File: config.mk
export PLATFORM = sky130hd
export DESIGN_NAME = mem_access_unit
export DESIGN_NICKNAME = d
export VERILOG_FILES = /design/src/rtl/mem_access_unit.sv
export SDC_FILE = /design/constraint.sdc
export NUM_CORES = 1
export LEC_CHECK = 0
export ABC_AREA = 1
export ABC_CLOCK_PERIOD_IN_PS = 5350
export CAP_MARGIN = 5
export CORE_ASPECT_RATIO = 1.5
export CORE_MARGIN = 2
export CORE_UTILIZATION = 25
export DETAILED_ROUTE_END_ITERATION = 7
export HOLD_SLACK_MARGIN = 0.1
export PLACE_DENSITY = 0.42
export SYNTH_ARGS = -nofsm -noshare
export SYNTH_HDL_FRONTEND = slang
export SYNTH_SLANG_ARGS = --single-unit
File: constraint.sdc
create_clock -name clk -period 5.35 [get_ports clk]
set_input_delay 1.3375 -clock clk [delete_from_list [all_inputs] [get_ports clk]]
set_output_delay 1.3375 -clock clk [all_outputs]
set_load 0.005 [all_outputs]
File: src/rtl/mem_access_unit.sv
// mem_access_unit: pipeline memory-access stage with a small word-addressed
// data memory, byte/half/word/full loads and stores, and optional wait states.
//
// Ports:
//   clk                 - clock; all state changes on its falling edge
//   resetN              - synchronous active-low reset
//   writeBackControlIn  - write-back control from the previous stage
//   memAccessControl    - bit1 = read, bit0 = write (both set is illegal)
//   accessSize          - 00 byte, 01 half, 10 word (32b), 11 full width
//   signExtend          - 1 sign-extends narrow loads, 0 zero-extends
//   resultIn            - ALU result, used as the byte address
//   writeData           - store data, least-significant bytes first
//   rdIn                - destination register tag
//   writeBackControlOut - registered write-back control (00 on bubble/fault)
//   readData            - registered extended load data (0 when not a load)
//   resultOut           - registered copy of resultIn
//   rdOut               - registered copy of rdIn
//   busy                - 1 while a multi-cycle access is pending
//   fault               - 1-cycle access-fault pulse
//
// Build option: define MEM_ACCESS_FAULT_EN to flag misaligned, out-of-range,
// unsupported-size and read+write accesses on 'fault'. Without it 'fault' is
// tied to 0, misaligned lanes are truncated and upper address bits wrap.

module mem_access_unit #(
    parameter int DATA_WIDTH = 32,
    parameter int DEPTH_LOG2 = 3,
    parameter int LATENCY    = 0,
    parameter int RD_WIDTH   = 5
) (
    input  logic                  clk,
    input  logic                  resetN,
    input  logic [1:0]            writeBackControlIn,
    input  logic [1:0]            memAccessControl,
    input  logic [1:0]            accessSize,
    input  logic                  signExtend,
    input  logic [DATA_WIDTH-1:0] resultIn,
    input  logic [DATA_WIDTH-1:0] writeData,
    input  logic [RD_WIDTH-1:0]   rdIn,
    output logic [1:0]            writeBackControlOut,
    output logic [DATA_WIDTH-1:0] readData,
    output logic [DATA_WIDTH-1:0] resultOut,
    output logic [RD_WIDTH-1:0]   rdOut,
    output logic                  busy,
    output logic                  fault
);

    localparam int NB    = DATA_WIDTH / 8;
    localparam int B     = $clog2(NB);
    localparam int DEPTH = 1 << DEPTH_LOG2;

    localparam logic [3:0] LAT4 = 4'(LATENCY);

    typedef logic [DEPTH-1:0][DATA_WIDTH-1:0] mem_t;

    typedef enum logic {
        IDLE,
        WAIT
    } state_t;

    // Power-up contents: word i holds the value i. Reset leaves it alone.
    function automatic mem_t f_mem_init();
        mem_t m;
        for (int i = 0; i < DEPTH; i++) begin
            m[i] = DATA_WIDTH'(i);
        end
        return m;
    endfunction

    mem_t r_mem = f_mem_init();

    state_t                r_state;
    state_t                w_state_nxt;
    logic [3:0]            r_cnt;
    logic [3:0]            w_cnt_nxt;

    logic [1:0]            r_wb;
    logic [DATA_WIDTH-1:0] r_rdata;
    logic [DATA_WIDTH-1:0] r_res;
    logic [RD_WIDTH-1:0]   r_rdo;
    logic                  r_busy;

    logic [1:0]            w_wb_nxt;
    logic [DATA_WIDTH-1:0] w_rdata_nxt;
    logic [DATA_WIDTH-1:0] w_res_nxt;
    logic [RD_WIDTH-1:0]   w_rdo_nxt;
    logic                  w_busy_nxt;

    logic                  w_exec;
    logic                  w_bubble;
    logic                  w_acc;
    logic                  w_illegal;
    logic                  w_flt;
    logic                  w_bad;
    logic                  w_load_op;
    logic                  w_we;

    logic [DEPTH_LOG2-1:0] w_idx;
    logic [B-1:0]          w_lane;
    logic [B-1:0]          w_amask;
    logic [B-1:0]          w_lane_a;
    logic [B:0]            w_nbytes;
    logic [B+2:0]          w_sh_amt;
    logic [2*NB-1:0]       w_bemask;
    logic [NB-1:0]         w_be;
    logic [DATA_WIDTH-1:0] w_old;
    logic [DATA_WIDTH-1:0] w_wd_sh;
    logic [DATA_WIDTH-1:0] w_new;
    logic [DATA_WIDTH-1:0] w_rd_sh;
    logic [DATA_WIDTH-1:0] w_load;
    logic                  w_sign;
    logic                  w_fill;

    // ------------------------------------------------------------------
    // Address decode and lane selection
    // ------------------------------------------------------------------
    assign w_acc     = |memAccessControl;
    assign w_illegal = &memAccessControl;
    assign w_load_op = (memAccessControl == 2'b10);
    assign w_idx     = resultIn[DEPTH_LOG2+B-1:B];
    assign w_lane    = resultIn[B-1:0];

    always_comb begin
        w_nbytes = (B+1)'(NB);
        unique case (accessSize)
            2'b00:   w_nbytes = (B+1)'(1);
            2'b01:   w_nbytes = (B+1)'(2);
            2'b10:   w_nbytes = (B+1)'(4);
            2'b11:   w_nbytes = (B+1)'(NB);
        endcase
    end

    // Natural alignment mask; a full-width access wraps to an all-zero mask.
    assign w_amask  = ~(w_nbytes[B-1:0] - B'(1));
    assign w_lane_a = w_lane & w_amask;
    assign w_sh_amt = {w_lane_a, 3'b000};

    assign w_bemask = ((2*NB)'(1) << w_nbytes) - (2*NB)'(1);
    assign w_be     = w_bemask[NB-1:0] << w_lane_a;

    // ------------------------------------------------------------------
    // Store merge and load extraction
    // ------------------------------------------------------------------
    assign w_old   = r_mem[w_idx];
    assign w_wd_sh = writeData << w_sh_amt;
    assign w_rd_sh = w_old >> w_sh_amt;

    always_comb begin
        w_new = w_old;
        for (int j = 0; j < NB; j++) begin
            if (w_be[j]) begin
                w_new[8*j +: 8] = w_wd_sh[8*j +: 8];
            end
        end
    end

    always_comb begin
        w_sign = 1'b0;
        for (int j = 0; j < NB; j++) begin
            if (int'(w_nbytes) == j + 1) begin
                w_sign = w_rd_sh[8*j+7];
            end
        end
    end

    assign w_fill = signExtend & w_sign;

    always_comb begin
        w_load = '0;
        for (int j = 0; j < NB; j++) begin
            if (j < int'(w_nbytes)) begin
                w_load[8*j +: 8] = w_rd_sh[8*j +: 8];
            end else begin
                w_load[8*j +: 8] = {8{w_fill}};
            end
        end
    end

    // ------------------------------------------------------------------
    // Fault detection (optional)
    // ------------------------------------------------------------------
`ifdef MEM_ACCESS_FAULT_EN
    logic w_misalign;
    logic w_size_bad;
    logic w_upper;
    logic r_fault;

    assign w_misalign = (w_lane & ~w_amask) != '0;
    assign w_size_bad = (accessSize == 2'b11) && (DATA_WIDTH == 32);
    assign w_upper    = resultIn[DATA_WIDTH-1:DEPTH_LOG2+B] != '0;
    assign w_flt      = w_acc
                      & (w_illegal | w_misalign | w_size_bad | w_upper);

    always_ff @(negedge clk) begin
        if (!resetN) begin
            r_fault <= 1'b0;
        end else begin
            r_fault <= w_exec & w_flt;
        end
    end

    assign fault = r_fault;
`else
    assign w_flt = 1'b0;
    assign fault = 1'b0;
`endif

    assign w_bad = w_illegal | w_flt;

    // ------------------------------------------------------------------
    // Control FSM: next state, counter and output register values
    // ------------------------------------------------------------------
    always_comb begin
        w_state_nxt = r_state;
        w_cnt_nxt   = r_cnt;
        w_exec      = 1'b0;
        w_bubble    = 1'b0;
        unique case (r_state)
            IDLE: begin
                if (w_acc && (LATENCY != 0)) begin
                    w_state_nxt = WAIT;
                    w_cnt_nxt   = 4'd1;
                    w_bubble    = 1'b1;
                end else begin
                    w_exec = 1'b1;
                end
            end
            WAIT: begin
                if (r_cnt == LAT4) begin
                    w_state_nxt = IDLE;
                    w_cnt_nxt   = 4'd0;
                    w_exec      = 1'b1;
                end else begin
                    w_cnt_nxt = r_cnt + 4'd1;
                end
            end
        endcase

        w_wb_nxt    = r_wb;
        w_rdata_nxt = r_rdata;
        w_res_nxt   = r_res;
        w_rdo_nxt   = r_rdo;
        w_busy_nxt  = r_busy;
        if (w_exec) begin
            w_wb_nxt    = w_bad ? 2'b00 : writeBackControlIn;
            w_rdata_nxt = (w_load_op && !w_bad) ? w_load : '0;
            w_res_nxt   = resultIn;
            w_rdo_nxt   = rdIn;
            w_busy_nxt  = 1'b0;
        end else if (w_bubble) begin
            w_wb_nxt    = 2'b00;
            w_rdata_nxt = '0;
            w_busy_nxt  = 1'b1;
        end
    end

    always_ff @(negedge clk) begin
        if (!resetN) begin
            r_state <= IDLE;
            r_cnt   <= 4'd0;
            r_wb    <= 2'b00;
            r_rdata <= '0;
            r_res   <= '0;
            r_rdo   <= '0;
            r_busy  <= 1'b0;
        end else begin
            r_state <= w_state_nxt;
            r_cnt   <= w_cnt_nxt;
            r_wb    <= w_wb_nxt;
            r_rdata <= w_rdata_nxt;
            r_res   <= w_res_nxt;
            r_rdo   <= w_rdo_nxt;
            r_busy  <= w_busy_nxt;
        end
    end

    // A reset edge suppresses the write, so an aborted store never lands.
    assign w_we = w_exec & resetN & memAccessControl[0] & ~w_bad;

    always_ff @(negedge clk) begin
        if (w_we) begin
            r_mem[w_idx] <= w_new;
        end
    end

    assign writeBackControlOut = r_wb;
    assign readData            = r_rdata;
    assign resultOut           = r_res;
    assign rdOut               = r_rdo;
    assign busy                = r_busy;

endmodule

# Yosys cells after proc, flatten, opt, wreduce, memory -nomap -nowiden
# Index checks and enable logic that the tools add are counted.
classes:
  n_reduce_logical: 8
  eq_ne: 8
  n_lt_le_gt_ge: 6
  muxes: 24
  addsub: 3
  bitwise: 8
  shift: 4
ops:
  columns: ["cell", "count"]
  rows:
  - ["$bwmux W256", 1]
  - ["$bmux W32 S3", 1]
  - ["$demux W32 S3", 1]
  - ["$mux W32", 3]
  - ["$mux W8", 8]
  - ["$shl A32 B5 Y32", 1]
  - ["$shr A32 B5 Y32", 1]
  - ["$eq A3 B3 Y1 const B", 3]
  - ["$pmux W3 S3", 1]
  - ["$eq A2 B2 Y1 const B", 3]
  - ["$lt A1 B3 Y1 const A", 2]
  - ["$lt A2 B3 Y1 const A", 2]
  - ["$mux W1", 6]
  - ["$add A4 B1 Y4 const B", 1]
  - ["$and A1 B1 Y1", 4]
  - ["$logic_not A4 Y1", 1]
  - ["$lt A3 B4 Y1 const B", 1]
  - ["$mux W4", 1]
  - ["$reduce_and A2 Y1", 2]
  - ["$shl A1 B3 Y4 const A", 1]
  - ["$shl A4 B2 Y4", 1]
  - ["$sub A4 B2 Y4 const B", 1]
  - ["$eq A3 B2 Y1 const B", 1]
  - ["$ge A3 B1 Y1 const B", 1]
  - ["11 further kinds", 13]
totals:
  regBits: 332
  wordCells: 75
  out_inout_bits: 73

# Depth between registers and ports, before layout
logic_depth:
  ltp_word: 14
  depth_mapped: 16

==> results by group <==
Final layout
  • Most frequent cells in the layout: nand2_1, inv_1, edfxtp_1, buf_4
  • Post-layout util: 0.3839
  • Ant diodes: 0
  • Final instance area: 0.02103 mm²
  • Non-filler cells, final: 2733
  • Area delta synth->final: 51.35%
  • Final net count: 2094
  • Commonest non-fill, non-tap cell in the layout: nand2_1
  • Layout cells sized above 1: 0.2022

Critical path
  • Data required time at the worst endpoint: 2.96 ns
  • Critical path capture point type: register
  • Worst setup path class: input pin to register
  • Reg-to-Reg Start: r_cnt[0]
  • Max incr delay on CP: 0.47 ns
  • CP cell instances: clkdlybuf4s50_1 > nand2_4 > nand2_4 > buf_12 > buf_4 > o211ai_1 > nand2_2
  • WP data arrival: 2.88 ns
  • Crit-path slowest cell: clkdlybuf4s50_1
  • Crit-path most repeated cell: nand2_4
  • Reg2Reg Depth: 10
  • Reg2reg setup slack: 3.16 ns
  • CP max FO: 12
  • RR Endpoint: r_mem[130]
  • Startpoint Class: input pin

Global routing
  • Initial antenna violation count: 0
  • Largest net degree at the start of global routing: 39
  • Total grt overflow: 0
  • Number of global-route vias before repair: 12960
  • Total track usage: 0.1773
  • First-pass GRT wire length: 75590 µm

Placed design
  • Placed cell count: 2324
  • Port buffer count: 148
  • DP Worst Slack: -1.051 ns
  • Placed cell area: 0.01818 mm²
  • RD Place Congestion: 0.8760
  • Dpl hpwl: 35500 µm

Clocking
  • Clock slew at reported path FFs: 0.03 ns
  • Clock Latency Late Sink: 0.60 ns
  • Post-CTS Hold Fix Bufs: 0
  • Clk sinks: 332
  • H-Tree Level Count: 2
  • Number of buffers created by CTS: 38
  • TritonCTS clock tree: built
  • Root Driver: clkbuf_16
  • Clock buffer depth: 3

Timing
  • Setup TNS: 0 ns
  • Fin. Hold Viols: 0
  • Final setup viols: 0
  • Final Skew: 0.03060 ns
  • RSZ-0062 raised after global routing: true
  • Hold WS: 0.4420 ns
  • Worst Setup Slack, final: 0.07765 ns
  • Final Max Tran Viols: 0

Min path
  • End point of the worst hold path: readData[22]
  • Worst Hold Class: register to register
  • Hold depth: 2
  • Worst Hold Launch: readData[22]

Floorplan
  • CORE AREA: 0.05478 mm²
  • Chip Width: 196.5 µm
  • I/O pin count: 151
  • Die ar.: 0.05753 mm²
  • # rows: 105
  • Die Ht: 292.8 µm
  • Initial Util: 0.2537

Drt
  • DR iter-0 viols: 586
  • Post-Route WL: 50880 µm
  • Routed vias/inst: 4.463
  • Drt drc: 0
  • Routed Antenna Nets: 0
  • Wire per inst: 18.62 µm
  • Vias: 12200
  • DRT Pass-1 Iters: 5

Status
  • Outcome: finished, final reports clean

Synthesis
  • Synth Cell Area: 0.01390 mm²
  • Synth Warn #: 0
  • Yosys cell types: 47
  • Mean Syn Cell Area: 10.50 µm²
  • Post-Synthesis Cells: 1323
  • Register area share after synthesis: 0.6626
  • #FFs+latches synth: 332

Power and ir drop
  • Final Power: 7.179 mW
  • Leakage power: 9.957 nW
  • Power Dens Cells: 341.3 mW/mm²
  • Peak supply drop: 0.0001597 V

Job
  • Max Cap Viol: 0
==> routing by layer <==
| layer | wire (µm) | share of wire | track usage | vias to the layer above |
|---|---|---|---|---|
| met4 | 1783 | 0.035 | 0.1018 | 0 |
| met3 | 2852 | 0.056 | 0.04882 | 84 |
| met5 | 0 | 0 | 0 | - |
| met2 | 25840 | 0.51 | 0.3083 | 386 |
| met1 | 20410 | 0.40 | 0.1931 | 5806 |
| li1 | - | - | - | 5922 |
==> state kept, by name, indices dropped and copies added (netlist names) <==
signal               cells
r_state                  1
readData                32
r_mem                  256
r_cnt                    4
resultOut               32
writeBackControlOut      2
rdOut                    5
==> cell type report <==
cell class	instances	area [µm²]
well taps	695	869.6
inverters	86	350.3
fillers	5568	33750
clock inverters	357	1478
flip-flops and latches	332	9210
repair buffers	381	3649
multi-input cells	843	4501
clock buffers	39	975.9
==> worst max path at each step <==
stage / start / endpoint / slack (ns)
after global placement: resultIn[3] / readData[18] / -1.09
after detailed placement: resultIn[3] / readData[18] / -1.05
after floorplan: resetN / r_mem[100] / -0.47
after global routing: resultIn[4] / r_mem[224] / -0.03
after CTS: resultIn[1] / r_mem[87] / 0.01
final: resultIn[0] / r_mem[250] / 0.08
==> worst max-delay path: cells and delay by family <==
family / cells / cell delay (ns)
AND/OR/NAND/NOR: 3 / 0.48
AO/OA/AOI/OAI: 1 / 0.28
buffers and inverters: 3 / 0.77
==> cells in the mapped netlist (all sizes together) <==
cell / number / area, µm²
a221oi: 8 / 70.07
ha: 2 / 25.02
o221ai: 4 / 35.03
a21oi: 58 / 290.3
mux2i: 2 / 20.02
nor3: 3 / 15.01
and3: 1 / 6.260
a32o: 2 / 20.02
nand3: 62 / 320.3
nor2: 89 / 402.9
a22oi: 1 / 7.510
dfxtp: 76 / 1521
nand4: 7 / 43.79
and2: 1 / 6.260
o21ai: 84 / 420.4
buf: 36 / 301.5
o211ai: 7 / 57.55
conb: 1 / 3.750
o2111ai: 1 / 8.760
a211oi: 3 / 22.52
xor2: 2 / 17.52
o22ai: 2 / 12.51
o21a: 1 / 7.510
clkbuf: 27 / 101.4
a41oi: 1 / 8.760
edfxtp: 256 / 7687
a22o: 36 / 315.3
o31ai: 1 / 7.510
inv: 87 / 334.1
nand2: 446 / 1707
or2: 5 / 31.28
a31oi: 11 / 68.82
==> cell families after synthesis <==
family / after synthesis / share of synthesized area
adder cells (fa/ha/maj): 2 / 0.001800
AO/OA/AOI/OAI: 220 / 0.09733
XOR/XNOR: 2 / 0.001261
multiplexers: 2 / 0.001441
flip-flops: 332 / 0.6626
AND/OR/NAND/NOR: 614 / 0.1822
other: 1 / 0.0002698
buffers and inverters: 150 / 0.05303
==> report_power, final <==
group	switching, mW	internal (mW)	leakage [nW]
sequential	0.0160	2.88	2.94
clock	1.68	1.85	2.38
combinational	0.435	0.324	4.64
total	2.13	5.05	9.96
==> what timing repair did <==
| action | CTS | global route |
|---|---|---|
| gates resized for setup | 141 | 29 |
| cloned | 2 | 0 |
| hold endpoints to repair | 0 | 0 |
| pin swaps | 21 | 8 |
| endpoints found under the setup margin | 490 | 145 |
| setup buffers | 6 | 7 |
Power figures use the tool's default switching activity.
==> edit 1, RTL diff (same settings) <==
Add a define of `MEM_ACCESS_FAULT_EN`.
--- a/src/rtl/mem_access_unit.sv
+++ b/src/rtl/mem_access_unit.sv
@@ -23,4 +23,6 @@
 // tied to 0, misaligned lanes are truncated and upper address bits wrap.
 
+`define MEM_ACCESS_FAULT_EN
+
 module mem_access_unit #(
     parameter int DATA_WIDTH = 32,
Function: changed (a bounded check fails within 4 cycles, from zero or initial values and one cycle with resetN low).
==> edit 1 against the unedited design <==
  * The run now ends with setup timing left
  * Sequential cell count is 1 higher
  * Sequential share of layout area decreased by 3.6 points
  * Register-to-register slack worse by 160 ps
  * Final cell count grew 13%
  * Area after synthesis up 2.6%
  * Power rose by 0.53%
  * Wire length grew 20%
  * Final area grew 9.2%
  * Setup slack got worse by 290 ps
  * Critical path type unchanged
  * Largest cell class unchanged
  * Highest routed layer unchanged
==> edit 1: results (changes against the unedited design) <==
| Result | This run | Unit | Delta |
| --- | --- | --- | --- |
| Placed cell areas | 18700 | sq um | +3.1% |
| Final weighted congestion in routability-driven placement | 0.847 | - | -3.3% |
| Peak supply drop | 0.208 | mV | +30% |
| LEAKAGE | 11.0 | nW | +11% |
| Vias | 13833 | - | +13% |
| Failing checks | setup timing | - |  |
| Share of the synthesized area in the top cell type | 53.9 | % | -1.4 points |
| Global-route wire length before repair | 87500 | um | +16% |
| # port buffers | 149 | - | +0.68% |
| Number of enable flip-flop cells after synthesis | 256 | - | unchanged |
| Setup slack at placement | -1140 | ps | -89.9 ps |
| Comb pwr share | 11.6 | % | +1.0 points |
| Outcome | finished, violations left | - |  |
| Cell types with the largest area share after synthesis | sky130_fd_sc_hd__edfxtp_1 (54%), sky130_fd_sc_hd__nand2_1 (14%), sky130_fd_sc_hd__dfxtp_1 (11%) | - |  |
| Worst reg2reg endpoint | r_mem[44] | - |  |
| Hold slack final | 442 | ps | +0.304 ps |
| Fillers | 5645 | - | +1.4% |
| Master of the slowest instance on the critical path | sky130_fd_sc_hd__buf_6 | - |  |
| Accumulated negative setup slack | -21320 | ps | -21320 ps |
| P_int | 0.00504 | W | -0.25% |
| Number of distinct library cells after synthesis | 48 | - | +2.1% |
| Number of DRC markers after the initial detailed-route iteration | 726 | - | +24% |
| Post-route insts no fill | 3084 | - | +13% |
| Largest fanout on the critical path | 5 | - | -7 |
| Max Clock Skew | 24.8 | ps | -5.78 ps |
| Final setup fails | 209 | - | +209 |
| Hold worst-path end | readData[27] | - |  |
| Placed instance count | 2531 | - | +8.9% |
| Growth of design area from synthesis to finish | 61.0 | % |  |
| Areal power density over the cells | 314 | nW/um^2 | -7.9% |
| Delay of the slowest critical-path stage | 240 | ps | -230 ps |
| Routed length per placed instance | 19.7 | um | +5.9% |
| Final Net Count | 2377 | - | +14% |
| Worst setup slack after layout | -211 | ps | -289 ps |
| Overall routing resource usage | 20.4 | % | +2.7 points |
| Register-to-register setup slack | 3000 | ps | -160 ps |
| Sequential share of the synthesized area | 64.7 | % | -1.6 points |
| Antenna violations before repair | 0 | - | unchanged |
| Post-detailed-placement half-perimeter wirelength | 39100 | um | +10% |
| Worst R2R Path Depth | 14 | - | +4 |
| Critical path arrival | 3180 | ps | +300 ps |
| Proportion of layout cells with a drive suffix above 1 | 26.3 | % | +6.1 points |
| Average footprint of a synthesized cell | 9.86 | sq um | -6.1% |
| HP Start | readData[27] | - |  |
| Critical register-to-register path startpoint | r_cnt[0] | - |  |
| Via count of the first global-routing pass | 14684 | - | +13% |
## edit 1: cell count changes in the layout (fill, tap and decap cells not counted), sizes merged, moves of 10 or more
cell / before / now
buf: 233 / 416
nand2: 447 / 526
clkdlybuf4s50: 70 / 40
a22o: 36 / 8
inv: 431 / 451
o21ai: 84 / 104
a21oi: 58 / 70
nor2: 89 / 99
## edit 1: worst max-delay path by stage
stage / from / to / slack [ps] / cells past startpoint
global placement: resultIn[4] / readData[0] / -1130 / 15
CTS: resultIn[20] / r_mem[9] / -170 / 17
global route: resultIn[18] / r_mem[241] / -280 / 15
floorplan: accessSize[1] / r_mem[32] / -990 / 8
finish: resultIn[18] / r_mem[241] / -210 / 15
detailed placement: accessSize[0] / r_mem[134] / -1140 / 12
## edit 1: timing repair
action                     4_1_cts  5_1_grt
buffers inserted               153       11
hold endpoints to repair         0        0
pin swaps                       31       28
setup endpoints to repair      616      396
resized for setup              286       88
hold buffers                     0        0
gates cloned                    17        3
## edit 1: kinds of logic (layout without fill, tap and decap cells)
kind of cell / Yosys count / in the layout / synth area share (%)
AOI/OAI and AO/OA: 226 / 226 / 8.96
xor gates and xnor gates: 1 / 1 / 0.0614
adders and majority gates: 2 / 2 / 0.175
buffers and inverters: 176 / 1050 / 5.72
DFF: 333 / 333 / 64.7
other: 1 / 1 / 0.0263
and+or+nand+nor: 707 / 708 / 20.4
## edit 1: layout make-up
class / instances / area share, %
clock inverter: 357 / 6.35
timing repair buffer: 547 / 22.6
tap: 763 / 4.16
clock buffer: 39 / 4.25
multi-input combinational: 938 / 20.6
inverter: 107 / 1.84
sequential: 333 / 40.2
## edit 1: layer usage
layer	up-vias	part of all wire, %	track usage [%]
met5	-	0	0
met4	0	6.4	14.9
met3	154	5.5	5.06
met2	478	52	36.9
met1	6615	37	20.2
li1	6586	-	-
==> edit 2, RTL diff (config.mk and constraints unchanged) <==
Made on the original files. Change the parameter `DATA_WIDTH` from 32 to 16.
--- a/src/rtl/mem_access_unit.sv
+++ b/src/rtl/mem_access_unit.sv
@@ -24,5 +24,5 @@
 
 module mem_access_unit #(
-    parameter int DATA_WIDTH = 32,
+    parameter int DATA_WIDTH = 16,
     parameter int DEPTH_LOG2 = 3,
     parameter int LATENCY    = 0,
Ports: changed (resized readData, resultIn, resultOut and writeData); port bits go from 151 to 87. The function was not compared with the original's and may differ.
==> edit 2 against the unedited design <==
  * Die area decreased by 49%
  * Power decreased by 50%
  * Largest cell class unchanged
  * Area after synthesis decreased by 49%
  * Wire length decreased by 57%
  * Final area decreased by 50%
  * First-iteration DRC count decreased by 68%
  * Setup slack got worse by 32 ps
  * Synthesized cell count decreased by 49%
  * Sequential cell count decreased by 160
  * Clock skew decreased by 17 ps
==> edit 2: results (changes against the unedited design) <==
| Result | This run | Unit | Delta |
| --- | --- | --- | --- |
| Via count of the first global-routing pass | 6600 | - | -49% |
| Number of instances in the synthesized netlist | 674 | - | -49% |
| Peak supply drop | 0.210 | mV | +31% |
| Fraction of registers with async set or reset after synthesis | 0 | % | unchanged |
| Outcome | finished, final reports clean | - |  |
| Vias | 5973 | - | -51% |
| Post-synthesis share of cell area spent on xor and xnor gates | 0.125 | % | -0.0014 points |
| Placed cell areas | 9140 | sq um | -50% |
| Number of iterations in the first detailed-routing pass | 4 | - | -1 |
| Max Clock Skew | 13.8 | ps | -16.8 ps |
| Final Net Count | 1071 | - | -49% |
| Vias per cell | 4.32 | - | -3.2% |
| Adder and majority cell fraction of the synthesized area | 0.356 | % | +0.18 points |
| Sequential share of the synthesized area | 67.2 | % | +0.98 points |
| Proportion of layout cells with a drive suffix above 1 | 17.5 | % | -2.7 points |
| LEAKAGE | 5.24 | nW | -47% |
| Fillers | 2826 | - | -49% |
| H-tree Lvls | 4 | - | +2 |
| Number of distinct library cells after synthesis | 32 | - | -32% |
| Core Util, Final | 38.1 | % | -0.27 points |
| Placed instance count | 1178 | - | -49% |
| Largest register FFs | 128 | - | -50% |
| Number of clock buffers inserted by TritonCTS | 17 | - | -55% |
| Critical path arrival | 3970 | ps | +1090 ps |
| Number of DRC markers after the initial detailed-route iteration | 186 | - | -68% |
| Routed wl met2 | 12300 | um | -53% |
| Overall routing resource usage | 15.5 | % | -2.3 points |
| Met3 WL | 834 | um | -71% |
| Largest net degree at the start of global routing | 33 | - | -15% |
| Number of enable flip-flop cells after synthesis | 128 | - | -50% |
| Cell types with the largest area share after synthesis | sky130_fd_sc_hd__edfxtp_1 (55%), sky130_fd_sc_hd__nand2_1 (14%), sky130_fd_sc_hd__dfxtp_1 (13%) | - |  |
| Top metal layer carrying routed signals | met4 | - |  |
| Worst skew pair latency | 460 | ps | -140 ps |
| M1 wire length | 8220 | um | -60% |
| # port buffers | 84 | - | -43% |
| Most used standard cells in the synthesized netlist | sky130_fd_sc_hd__nand2_1 (260), sky130_fd_sc_hd__edfxtp_1 (128), sky130_fd_sc_hd__nand3_1 (47) | - |  |
| Global-route wire length before repair | 33700 | um | -55% |
| Delay of the slowest critical-path stage | 510 | ps | +40 ps |
| Number of buffers on the longest clock path | 2 | - | -1 |
| Fraction of the mapped netlist area in compound gates | 5.86 | % | -3.9 points |
| Setup slack at placement | -754 | ps | +297 ps |
| Detailed-route wire length | 22000 | um | -57% |
==> edit 2: changes by cell type in the layout (fill, tap and decap cells not counted), moves of 19 or more <==
cell                             unedited run  this run
sky130_fd_sc_hd__nor2_1                    58        18
sky130_fd_sc_hd__buf_12                    35        11
sky130_fd_sc_hd__clkbuf_16                 39        17
sky130_fd_sc_hd__buf_4                    187        86
sky130_fd_sc_hd__dlymetal6s2s_1             1        20
sky130_fd_sc_hd__o21ai_0                   46         8
sky130_fd_sc_hd__dlygate4sd2_1             75         7
sky130_fd_sc_hd__edfxtp_1                 256       128
sky130_fd_sc_hd__inv_1                    413       208
sky130_fd_sc_hd__nand2_1                  425       257
sky130_fd_sc_hd__a21oi_1                   57        22
sky130_fd_sc_hd__dfxtp_1                   75        44
==> edit 2: final timing paths <==
check        slack [ps]  cells past startpoint          from           end
max                  50                      1  readData[15]  readData[15]
min reg2reg         440                      2  readData[12]  readData[12]
max reg2reg        3410                      7      r_cnt[0]     r_mem[94]
min                 440                      2  readData[12]  readData[12]
==> edit 2: area by class of cell <==
| class | instances | share of cell area [%] |
|---|---|---|
| clock buffers | 17 | 4.02 |
| clock inverters | 187 | 7.92 |
| inverters | 44 | 1.76 |
| multi-input cells | 431 | 20.7 |
| flip-flops and latches | 172 | 44.6 |
| well taps | 346 | 4.09 |
| repair buffers | 185 | 16.9 |
==> edit 2: repair_timing <==
item,CTS,global route
setup buffers,0,1
resized for setup,23,38
hold buffers,0,0
gates cloned,0,0
setup endpoints to repair,260,121
==> edit 2: power by group <==
part	internal (W)	switching (W)
registers	0.00148	0.00000734
logic	0.000143	0.000168
clock network	0.000952	0.000831
==> edit 2: metal layers <==
metal  global-route usage, %  up-vias
met2                    28.7      168
met4                    9.93        0
li1                        -     2971
met1                    14.3     2793
met3                    5.13       41
met5                       0        -
